**src/rtl/buffer_pkg.sv**
```systemverilog
// Shared types and constants for the buffer slot arbiter.
package buffer_pkg;

  typedef enum logic [1:0] {
    ARB_IDLE  = 2'd0,
    ARB_GRANT = 2'd1,
    ARB_STALL = 2'd2
  } arb_state_e;

  localparam int DATA_W_DEFAULT = 32;
  localparam int STALL_CNT_W    = 32;

endpackage

```
**src/rtl/buffer_slot_arbiter_rr_picker.sv**
```systemverilog
// Combinational round-robin picker: first asserted request at or after ptr_i,
// wrapping modulo NUM_REQ.
module rr_picker #(
  parameter int NUM_REQ = 4,
  parameter int PTR_W   = (NUM_REQ > 1) ? $clog2(NUM_REQ) : 1
) (
  input  logic [NUM_REQ-1:0] req_i,
  input  logic [PTR_W-1:0]   ptr_i,
  output logic [PTR_W-1:0]   pick_o,
  output logic               any_req_o
);

  function automatic logic [PTR_W-1:0] rot_idx(input logic [PTR_W-1:0] ptr, input int k);
    int s;
    s = int'(ptr) + k;
    if (s >= NUM_REQ) s = s - NUM_REQ;
    return PTR_W'(s);
  endfunction

  // Scan from the farthest offset down so the nearest hit is written last.
  always_comb begin
    pick_o = '0;
    for (int k = NUM_REQ - 1; k >= 0; k--) begin
      if (req_i[rot_idx(ptr_i, k)]) pick_o = rot_idx(ptr_i, k);
    end
  end

  assign any_req_o = |req_i;

endmodule

```
**src/rtl/buffer_slot_arbiter.sv**
```systemverilog
// Round-robin valid/ready arbiter sharing one buffer slot between NUM_REQ requesters.
// Optional macro STALL_PERF_CNT_EN enables the saturating stall_cycles counter.
module buffer_slot_arbiter
  import buffer_pkg::*;
#(
  parameter int NUM_REQ  = 4,
  parameter int DATA_W   = DATA_W_DEFAULT,
  parameter int MAX_HOLD = 8,
  localparam int ID_W    = (NUM_REQ > 1) ? $clog2(NUM_REQ) : 1
) (
  input  logic                      clk,
  input  logic                      reset,
  input  logic [NUM_REQ-1:0]        req_valid,
  input  logic [NUM_REQ*DATA_W-1:0] req_data,
  output logic [NUM_REQ-1:0]        req_ready,
  output logic [DATA_W-1:0]         slot_inputs,
  output logic                      slot_stall,
  input  logic                      slot_to_stall_mgmt,
  input  logic                      downstream_stall,
  output logic                      grant_valid,
  output logic [ID_W-1:0]           grant_id,
  output logic                      hold_timeout,
  output logic [31:0]               stall_cycles
);

  localparam int HOLD_W = $clog2(MAX_HOLD + 1);

  // Handshake: a beat moves on a rising clk edge where req_valid[i] & req_ready[i].
  // Requesters hold valid and data stable until that beat.
  arb_state_e          state_q, state_d;
  logic [ID_W-1:0]     rr_ptr_q, rr_ptr_d;
  logic [ID_W-1:0]     grant_id_q, grant_id_d;
  logic [HOLD_W-1:0]   hold_cnt_q, hold_cnt_d;
  logic                hold_timeout_q, hold_timeout_d;

  logic                stall_any;
  logic [ID_W-1:0]     gid_next;
  logic [NUM_REQ-1:0]  gid_onehot;
  logic [NUM_REQ-1:0]  pick_req;
  logic [ID_W-1:0]     pick_ptr;
  logic [ID_W-1:0]     pick_idx;
  logic                pick_any;
  logic [DATA_W-1:0]   data_arr [NUM_REQ];

  assign stall_any  = downstream_stall | slot_to_stall_mgmt;
  assign gid_next   = (grant_id_q == ID_W'(NUM_REQ - 1)) ? '0 : grant_id_q + ID_W'(1);
  assign gid_onehot = NUM_REQ'(1) << grant_id_q;

  always_comb begin
    for (int i = 0; i < NUM_REQ; i++) data_arr[i] = req_data[i*DATA_W +: DATA_W];
  end

  // While granted, the picker looks ahead for the back-to-back successor,
  // excluding the current grantee and starting just past it.
  assign pick_req = (state_q == ARB_GRANT) ? (req_valid & ~gid_onehot) : req_valid;
  assign pick_ptr = (state_q == ARB_GRANT) ? gid_next : rr_ptr_q;

  rr_picker #(.NUM_REQ(NUM_REQ), .PTR_W(ID_W)) u_picker (
    .req_i     (pick_req),
    .ptr_i     (pick_ptr),
    .pick_o    (pick_idx),
    .any_req_o (pick_any)
  );

  always_ff @(posedge clk or negedge reset) begin
    if (!reset) begin
      state_q        <= ARB_IDLE;
      rr_ptr_q       <= '0;
      grant_id_q     <= '0;
      hold_cnt_q     <= '0;
      hold_timeout_q <= 1'b0;
    end else begin
      state_q        <= state_d;
      rr_ptr_q       <= rr_ptr_d;
      grant_id_q     <= grant_id_d;
      hold_cnt_q     <= hold_cnt_d;
      hold_timeout_q <= hold_timeout_d;
    end
  end

  always_comb begin
    state_d    = state_q;
    rr_ptr_d   = rr_ptr_q;
    grant_id_d = grant_id_q;
    hold_cnt_d = hold_cnt_q;
    case (state_q)
      ARB_IDLE: begin
        if (pick_any) begin
          grant_id_d = pick_idx;
          state_d    = ARB_GRANT;
        end
      end
      ARB_GRANT: begin
        if (stall_any) begin
          state_d    = ARB_STALL;
          hold_cnt_d = HOLD_W'(1);
        end else if (req_valid[grant_id_q]) begin
          rr_ptr_d = gid_next;
          if (pick_any) grant_id_d = pick_idx;
          else          state_d    = ARB_IDLE;
        end else begin
          state_d = ARB_IDLE;
        end
      end
      ARB_STALL: begin
        if (stall_any) begin
          if (hold_cnt_q != HOLD_W'(MAX_HOLD)) hold_cnt_d = hold_cnt_q + HOLD_W'(1);
        end else begin
          state_d    = ARB_GRANT;
          hold_cnt_d = '0;
        end
      end
      default: state_d = ARB_IDLE;
    endcase
  end

  // Registered so the pulse lands in the first cycle the count reads MAX_HOLD.
  assign hold_timeout_d = (state_d == ARB_STALL) && (hold_cnt_d == HOLD_W'(MAX_HOLD)) &&
                          (hold_cnt_q != HOLD_W'(MAX_HOLD));

  always_comb begin
    req_ready   = '0;
    slot_inputs = '0;
    slot_stall  = 1'b0;
    grant_valid = 1'b0;
    case (state_q)
      ARB_GRANT: begin
        grant_valid = 1'b1;
        slot_inputs = data_arr[grant_id_q];
        req_ready   = stall_any ? '0 : gid_onehot;
      end
      ARB_STALL: begin
        grant_valid = 1'b1;
        slot_inputs = data_arr[grant_id_q];
        slot_stall  = 1'b1;
      end
      default: ;
    endcase
  end

  assign grant_id     = grant_id_q;
  assign hold_timeout = hold_timeout_q;

`ifdef STALL_PERF_CNT_EN
  logic [STALL_CNT_W-1:0] perf_cnt_q;

  always_ff @(posedge clk or negedge reset) begin
    if (!reset) begin
      perf_cnt_q <= '0;
    end else if (state_q == ARB_STALL && perf_cnt_q != '1) begin
      perf_cnt_q <= perf_cnt_q + STALL_CNT_W'(1);
    end
  end

  assign stall_cycles = perf_cnt_q;
`else
  assign stall_cycles = '0;
`endif

endmodule

```
**config.mk**
```make
export PLATFORM = sky130hd
export DESIGN_NAME = buffer_slot_arbiter
export DESIGN_NICKNAME = d
export VERILOG_FILES = /design/src/rtl/buffer_pkg.sv /design/src/rtl/buffer_slot_arbiter_rr_picker.sv /design/src/rtl/buffer_slot_arbiter.sv
export SDC_FILE = /design/constraint.sdc
export NUM_CORES = 1
export LEC_CHECK = 0
export ABC_CLOCK_PERIOD_IN_PS = 5300
export CAP_MARGIN = 20
export CORE_UTILIZATION = 33
export CTS_CLUSTER_DIAMETER = 120
export DETAILED_ROUTE_END_ITERATION = 12
export HOLD_SLACK_MARGIN = 0.05
export PLACE_DENSITY = 0.95
export SLEW_MARGIN = 20
export SYNTH_ARGS = -nofsm -noshare
export SYNTH_HDL_FRONTEND = slang
export SYNTH_HIERARCHICAL = 1
export SYNTH_SLANG_ARGS = --single-unit
export TNS_END_PERCENT = 30
```
**constraint.sdc**
```tcl
create_clock -name clk -period 5.3 [get_ports clk]
set_clock_uncertainty 0.05 [all_clocks]
set_input_delay 1.06 -clock clk [delete_from_list [all_inputs] [get_ports clk]]
set_output_delay 1.06 -clock clk [all_outputs]
set_load 0.01 [all_outputs]
```
==> out/metrics.cfg <==
[outcome]
outcome=complete, no violations

[sta]
finalSetupTns_ns=0
rsz0062_at_grt=false
max_freq_ghz=0.261
tightest_slew_ns=0.596
relSlewSlack_pct=60.2
fin_crit_ns=3.82
final_hold_viol_count=0
period_share_pct=72.2
setup_viol=0
drv_slew=0

[synth]
syn_inst=214
synth_top_area_cell=mux4_2
synthTopCellsByCount=and2_1, buf_4, mux4_2, dfrtp_1, ha_1
synth_adder_area_share_pct=5.83
ys.warnings.count=6
synth_compound_area_share_pct=9.63
yosysSeqAreaShare_pct=12.8
synth_area_leaders=mux4_2, dfrtp_1, buf_4
yosysTopAreaCellShare_pct=33.6
syn_area_mm2=0.00214
synth_cell_types=39
synth_mux_area_share_pct=38.7
synthXorXnorAreaFrac_pct=0
ys.flop_type=dfrtp_1
synth_seq_cells=11
synth-simple-area-share_pct=17.3
synth.avg_cell_area_um2=10.0
async_flop_share_pct=100
synth_top_family_by_area=multiplexers
synth_edf_count=0

[floorplan]
core-area_mm2=0.00631
ios=209
start_util_pct=34.0
die_h_um=82.6
rows=29
die_area_mm2=0.00683
die_w_um=82.6

[clock_tree]
cts_setup_buffers=0
cts_max_level=1
cts_sinks=11
hold_buffers=0
clock_latency_ns=0.24
numCtsBuffers=3
postCtsResizedCells=0
path_clk_slew_ns=0.05
root_buffer=clkbuf_8
tritoncts=built
clk_path_buf_depth=2

[routing]
antenna_left=0
wirelength_um=8490
drt_first_pass_iters=4
vias=2338
wl_per_cell_um=18.5
drc=0
via_per_inst=5.09
detail_route.iter0.violations=72

[grt]
grt_max_degree=40
grt_overflow=0
grt_pass1_vias=2165
grt_pass1_wl_um=10900
track_usage_pct=21.6
antenna_found_initial=1

[critical_path]
worstRegToRegCells=9
critPathMaxStageDelay_ns=0.74
crit_type=flip-flop to output port
start_kind=flip-flop
worst_setup_path_end_kind=output port
critPathSlowestCell=dfrtp_2
crit_arrival_ns=2.71
worst_ep_required_time_ns=4.19
cp_max_fo=23
crit_chain=buf_4 -> mux4_2 -> and2_1 -> clkdlybuf4s50_1

[finish]
layout-drive-gt1-share_pct=11.5
utilization_pct=61.6
final_nets=528
fin_cells=459
area_growth_pct=81.2

[placement]
io_buffers=176
dp_hpwl_um=7090
gp_congestion=0.849
post-place-cells=454

[flow_run]
cap_violations=0

[pwr]
leakagePower_uw=0.00153
clockPowerShare_pct=4.9
seq_power_share_pct=10.8
power_per_cell_area_mw_per_mm2=423
pwr-share-comb_pct=84.2
p_int_uw=966
p_sw_uw=676
vdd_ir_drop_max_mv=0.332
netSwitchingFraction_pct=41.2

[worst_hold_path]
hold_depth=1
hold_class=flip-flop to flip-flop

## cell families after synthesis
group	after synthesis
multiplexers	42
AO/OA/AOI/OAI	31
adder cells (fa/ha/maj)	10
AND/OR/NAND/NOR	64
flip-flops	11
other	1
buffers and inverters	55
## worst max-delay path: cells and delay by family (launching register included)
kind / cells / cell delay [ns]
buffers and inverters: 2 / 0.97
and+or+nand+nor: 1 / 0.18
muxes: 1 / 0.57
DFF: 1 / 0.74
## state kept, by name, indices dropped and copies added (netlist names)
name / count
hold_cnt_q: 4
grant_id: 2
rr_ptr_q: 2
state_q: 2
hold_timeout: 1
## layout by cell type, fill, tap and decap left out, types with 2 or more instances in the layout
| cell type | n |
|---|---|
| a21boi_0 | 4 |
| a21oi_1 | 6 |
| a2bb2oi_1 | 2 |
| and2_1 | 32 |
| and3_1 | 4 |
| buf_4 | 2 |
| clkbuf_8 | 3 |
| clkdlybuf4s50_1 | 176 |
| conb_1 | 32 |
| dfrtp_1 | 10 |
| ha_1 | 9 |
| inv_1 | 9 |
| mux2_1 | 2 |
| mux2_2 | 5 |
| mux2i_1 | 3 |
| mux4_2 | 32 |
| nand2_1 | 8 |
| nand3b_1 | 2 |
| nor2_1 | 7 |
| nor2b_1 | 4 |
| o21ai_0 | 8 |
| o22ai_1 | 2 |
## cell type report
| cell class | count | area (um2) |
|---|---|---|
| multi-input combinational | 179 | 1660 |
| fill | 523 | 2430 |
| inverter | 9 | 33.8 |
| antenna | 1 | 2.50 |
| timing repair buffer | 178 | 1780 |
| sequential | 11 | 277 |
| tap | 77 | 96.3 |
| clock buffer | 4 | 45.0 |
## worst paths after layout
kind	startpoint	endpoint	slack [ns]
setup / recovery	grant_id[0]	slot_inputs[5]	1.48
hold / removal	rr_ptr_q[0]	rr_ptr_q[0]	0.45
setup reg to reg	grant_id[1]	hold_timeout	2.09
hold reg to reg	rr_ptr_q[0]	rr_ptr_q[0]	0.45
max in group asynchronous	reset	grant_id[0]	3.77
min in group asynchronous	reset	rr_ptr_q[0]	1.09
## per-layer routing
layer	track usage, %	vias to the layer above	part of all wire (%)
met5	0	-	0
met4	7.76	0	1.9
met1	25.2	1142	37
met2	40.6	122	53
met3	2.09	11	7.6
li1	-	1063	-
## power groups by stage
stage	Sequential [uW]	Clock [uW]	Combinational, uW
floorplan	137	0	840
global placement	177	0	1350
detailed placement	182	0	1380
CTS	180	86.4	1380
global route	187	89.6	1490
finish	178	81.2	1380
## stage by stage
stage	area (um2)	total power, uW	hold WS, ns	setup WS [ns]
after floorplan	2260	977	0.425	2.45
after global placement	3840	1520	0.439	1.51
after detailed placement	3840	1560	0.446	1.49
after CTS	3880	1650	0.457	1.40
after global routing	3890	1760	0.472	1.31
final	3890	1640	0.454	1.48
Power figures use the tool's default switching activity.
==> variant 1: new RTL, same flow settings <==
`NUM_REQ` is set to 4 in 2 places; all go to 8.
--- a/src/rtl/buffer_slot_arbiter_rr_picker.sv
+++ b/src/rtl/buffer_slot_arbiter_rr_picker.sv
@@ -1,7 +1,7 @@
 // Combinational round-robin picker: first asserted request at or after ptr_i,
 // wrapping modulo NUM_REQ.
 module rr_picker #(
-  parameter int NUM_REQ = 4,
+  parameter int NUM_REQ = 8,
   parameter int PTR_W   = (NUM_REQ > 1) ? $clog2(NUM_REQ) : 1
 ) (
   input  logic [NUM_REQ-1:0] req_i,
--- a/src/rtl/buffer_slot_arbiter.sv
+++ b/src/rtl/buffer_slot_arbiter.sv
@@ -3,7 +3,7 @@
 module buffer_slot_arbiter
   import buffer_pkg::*;
 #(
-  parameter int NUM_REQ  = 4,
+  parameter int NUM_REQ  = 8,
   parameter int DATA_W   = DATA_W_DEFAULT,
   parameter int MAX_HOLD = 8,
   localparam int ID_W    = (NUM_REQ > 1) ? $clog2(NUM_REQ) : 1
Interface: changed (resized grant_id, req_data, req_ready and req_valid); port bits go from 209 to 346. No check against the original RTL was run, so the function may have changed too.
==> variant 1 against the original RTL <==
- die area is 89% higher
- area after synthesis is 92% higher
- power is 140% higher
- via count is 110% higher
- critical endpoint is now slot_inputs[12]
- critical path type unchanged
- final area is 88% higher
- routed wire length is 120% higher
- worst setup slack worse by 0.51 ns
- sequential cell count is 2 higher
- largest cell class is now multi-input combinational cells
==> variant 1: results (changes against the original RTL) <==
# DRC -> 0 (unchanged)
Initial antenna violation count -> 4 (+3)
Max VDD drop -> 0.275 mV (-17%)
Number of global-route vias before repair -> 4,965 (+130%)
Ys async rst share -> 1.00 (unchanged)
Total Routing Usage GR -> 0.284 (+0.0684)
Share of layout cells above drive strength 1 -> 0.141 (+0.0254)
CP arrival -> 3.23 ns (+0.52 ns)
Yosys warns -> 6 (unchanged)
Max FFs per register -> 4 (unchanged)
Synth top cells by count -> 76 x nand2_1, 73 x mux4_2, 40 x a21oi_1
Pre-antenna DRT Iters -> 5 (+1)
DP Area -> 0.00722 mm^2 (+88%)
Hold Path Cell Cnt -> 1 (unchanged)
CTS Buf Count -> 3 (unchanged)
Ranking of synthesized cells by area -> mux4_2 40%, dfrtp_1 7.9%, nand2_1 6.9%
CTS H-tree lvls -> 1 (unchanged)
Worst skew pair latency -> 0.24 ns (about the same)
Synth cell types -> 55 (+41%)
LEAKAGE -> 2.82 nW (+84%)
Finished Layout Cells -> 882 (+92%)
Placed insts -> 874 (+93%)
Number of synthesized flops with an enable pin -> 0 (unchanged)
Hold Crit Class -> register to register
Final nets -> 993 (+88%)
Root buf cell -> clkbuf_16
Largest net degree at the start of global routing -> 72 (+80%)
Post-synthesis cell count -> 422 (+97%)
Clock transition at path regs -> 0.05 ns (about the same)
Slew Viols, Final -> 0 (unchanged)
Status -> finished clean
Reg with most FFs -> hold_cnt_q
CP Max Fanout -> 44 (+91%)
CP Launch Type -> register
Initial drt markers -> 371 (+420%)
Design internal power -> 0.00208 W (+120%)
Top_reg_cell synth -> dfrtp_1
Register area share after synthesis -> 0.0790 (-0.0494)
First-pass GRT wire length -> 27,200 um (+150%)
Hpwl dp -> 15,800 um (+120%)
CTS max path bufs -> 2 (unchanged)
Crit path max-delay family -> buffers and inverters
CP max-delay cell -> buf_4
R2R cell count -> 10 (+1)
Global placement routability congestion -> 0.874 (+3.0%)
Setup bufs post-CTS -> 0 (unchanged)
WL final -> 18,800 um (+120%)
Largest stage delay, worst path -> 0.74 ns (about the same)
Fillers -> 1,014 (+94%)
Vias post-DR -> 4,876 (+110%)
Worst-margin pin slew -> 0.952 ns (+0.355 ns)
IO buf count -> 313 (+78%)
variant 1: cell count changes after synthesis, moves of 5 or more:
cell      change
o21ai_1       +5
a21boi_1      +6
mux2_4        +7
mux4_2       +41
nand2_1      +68
inv_1         +7
mux2i_1       +7
and2_1       -30
a21oi_1      +34
clkbuf_1     +11
variant 1: final cells by class:
type                    instances  area (um^2)  area share
diodes                          4         10.0     0.00137
clock buffers                   4         78.8      0.0108
inverters                      18         67.6     0.00924
multi-input cells             355         3420       0.468
flip-flops and latches         13          333      0.0455
well taps                     168          210      0.0288
repair buffers                320         3190       0.436
variant 1: final timing paths:
kind | startpoint | to | slack, ns
min | rr_ptr_q[1] | rr_ptr_q[1] | 0.43
min reg2reg | rr_ptr_q[1] | rr_ptr_q[1] | 0.43
max in group asynchronous | reset | grant_id[0] | 3.58
max reg2reg | state_q[1] | grant_id[0] | 1.11
min in group asynchronous | reset | hold_timeout | 1.15
max | grant_id[0] | slot_inputs[12] | 0.96
variant 1: cell families (layout without fill, tap and decap cells):
family,after synthesis,count (layout),synth area share
xor+xnor,4,4,0.00851
other cells,1,36,0.000911
fa+ha+maj,14,14,0.0425
flops,13,13,0.0790
mux,100,100,0.487
buf+inv,85,342,0.118
simple gates,120,120,0.132
compound gates,85,85,0.131
variant 1: power groups by stage:
stage / logic, W / registers (W) / clock network [W]
2_1_floorplan: 0.00253 / 0.000173 / 0
3_3_place_gp: 0.00361 / 0.000173 / 0
3_5_place_dp: 0.00368 / 0.000176 / 0
4_1_cts: 0.00369 / 0.000175 / 0.000147
5_1_grt: 0.00396 / 0.000180 / 0.000151
6_report: 0.00369 / 0.000176 / 0.000145
variant 1: per-layer routing:
layer,track usage,routed length (um),up-vias
li1,-,-,2145
met1,0.291,6070,2334
met2,0.510,9720,323
met3,0.0457,1400,74
met4,0.237,1620,0
met5,0,0,-
variant 1: per-stage QoR:
stage | setup slack (ns) | hold slack (ns) | total power, W
2_1_floorplan | 0.787 | 0.400 | 0.00270
3_3_place_gp | 1.21 | 0.412 | 0.00379
3_5_place_dp | 1.15 | 0.428 | 0.00385
4_1_cts | 0.900 | 0.438 | 0.00401
5_1_grt | 0.737 | 0.461 | 0.00429
6_report | 0.965 | 0.434 | 0.00401
==> variant 2: new RTL, same settings <==
Without the edit above. Remove the register `hold_timeout_q`: a continuous assignment takes its place, so the output `hold_timeout` follows one clock earlier.
--- a/src/rtl/buffer_slot_arbiter.sv
+++ b/src/rtl/buffer_slot_arbiter.sv
@@ -68,15 +68,15 @@
       rr_ptr_q       <= '0;
       grant_id_q     <= '0;
       hold_cnt_q     <= '0;
-      hold_timeout_q <= 1'b0;
     end else begin
       state_q        <= state_d;
       rr_ptr_q       <= rr_ptr_d;
       grant_id_q     <= grant_id_d;
       hold_cnt_q     <= hold_cnt_d;
-      hold_timeout_q <= hold_timeout_d;
     end
   end
+
+  assign hold_timeout_q = hold_timeout_d;
 
   always_comb begin
     state_d    = state_q;
Function: same outputs for any inputs over 4 cycles, from zero or initial values and one cycle with reset low; that may be too few to reach the edited logic, so the function may still have changed.
==> variant 2 against the original RTL <==
- first-iteration DRC count grew 8.3%
- maximum frequency decreased by 23%
- global-route usage up 1.4 points
- core utilization rose by 2.3 points
- worst setup slack worse by 1.2 ns
- sequential cell count decreased by 1
- critical path depth increased by 5
- via count shrank 0.26%
- final area is 0.39% lower
- area after synthesis down 1.2%
- routed wire length increased by 1.2%
- power rose by 1.2%
- largest power group unchanged
==> variant 2: results (changes against the original RTL) <==
Synth top cells by count -> 32 x and2_1, 32 x buf_4, 32 x mux4_2
Fillers -> 479 (-8.4%)
First-pass GRT wire length -> 11,700 um (+7.8%)
Switch Pwr -> 0.000689 W (+2.0%)
Crit path max-delay family -> simple AND/OR/NAND/NOR gates
Antenna diode count -> 0 (-1)
CP max-delay cell -> or4_1
LEAKAGE -> 1.53 nW (-0.12%)
Finished Layout Cells -> 456 (-0.65%)
Worst-margin pin slew -> 1.00 ns (+0.408 ns)
Hold wc startpoint -> rr_ptr_q[1]
Met3 Routed Length -> 666 um (+3.7%)
Reg2reg end -> state_q[1]
GRT met3 Usage -> 0.0407 (+0.0198)
CP Capture Point -> hold_timeout
Hpwl dp -> 7030 um (-0.83%)
Status -> finished clean
Hold Slack -> 0.463 ns (+0.00912 ns)
Reg2Reg Setup Slack -> 2.56 ns (+0.47 ns)
M1 wire length -> 3010 um (-5.4%)
Placed insts -> 452 (-0.44%)
WL final -> 8590 um (+1.2%)
CP Max Fanout -> 5 (-78%)
Ranking of synthesized cells by area -> mux4_2 34%, dfrtp_1 12%, buf_4 11%
Global placement routability congestion -> 0.858 (+1.1%)
Share of layout cells above drive strength 1 -> 0.118 (+0.00262)
Met2 GRT Util -> 0.445 (+0.0397)
Register area share after synthesis -> 0.118 (-0.0103)
CP arrival -> 3.89 ns (+1.18 ns)
Initial antenna violation count -> 0 (-1)
Initial drt markers -> 78 (+8.3%)
Hold Path End -> rr_ptr_q[1]
Max VDD drop -> 0.346 mV (+4.5%)
Crit. Startpoint -> req_valid[3]
R2R cell count -> 7 (-2)
DR WL met2 -> 4740 um (+5.3%)
Post-synthesis cell count -> 213 (-0.47%)
Largest stage delay, worst path -> 0.68 ns (-0.06 ns)
Via density -> 5.11 (+0.40%)
Number of global-route vias before repair -> 2,368 (+9.4%)
-- variant 2: changes by cell type after synthesis, sizes merged --
| cell | change |
|---|---|
| dfrtp | -1 |
-- variant 2: cells by family after synthesis --
kind of cell             synth area share
AO/OA/AOI/OAI                      0.0974
flip-flops                          0.118
multiplexers                        0.391
other                             0.00177
buffers and inverters               0.157
AND/OR/NAND/NOR                     0.175
adder cells (fa/ha/maj)            0.0590
-- variant 2: through the flow --
stage	setup WS (ns)	cell area [um^2]	total power, W
floorplan	1.35	2240	0.000970
global placement	0.477	3820	0.00151
detailed placement	0.364	3820	0.00156
CTS	0.306	3870	0.00167
global route	0.158	3870	0.00176
finish	0.305	3870	0.00166
-- variant 2: cell type report --
| type | count | area, um^2 | area share |
|---|---|---|---|
| inverter | 9 | 33.8 | 0.00873 |
| clock buffer | 4 | 55.1 | 0.0142 |
| sequential | 10 | 251 | 0.0650 |
| multi-input combinational | 179 | 1650 | 0.427 |
| timing repair buffer | 179 | 1780 | 0.461 |
| tap | 75 | 93.8 | 0.0242 |
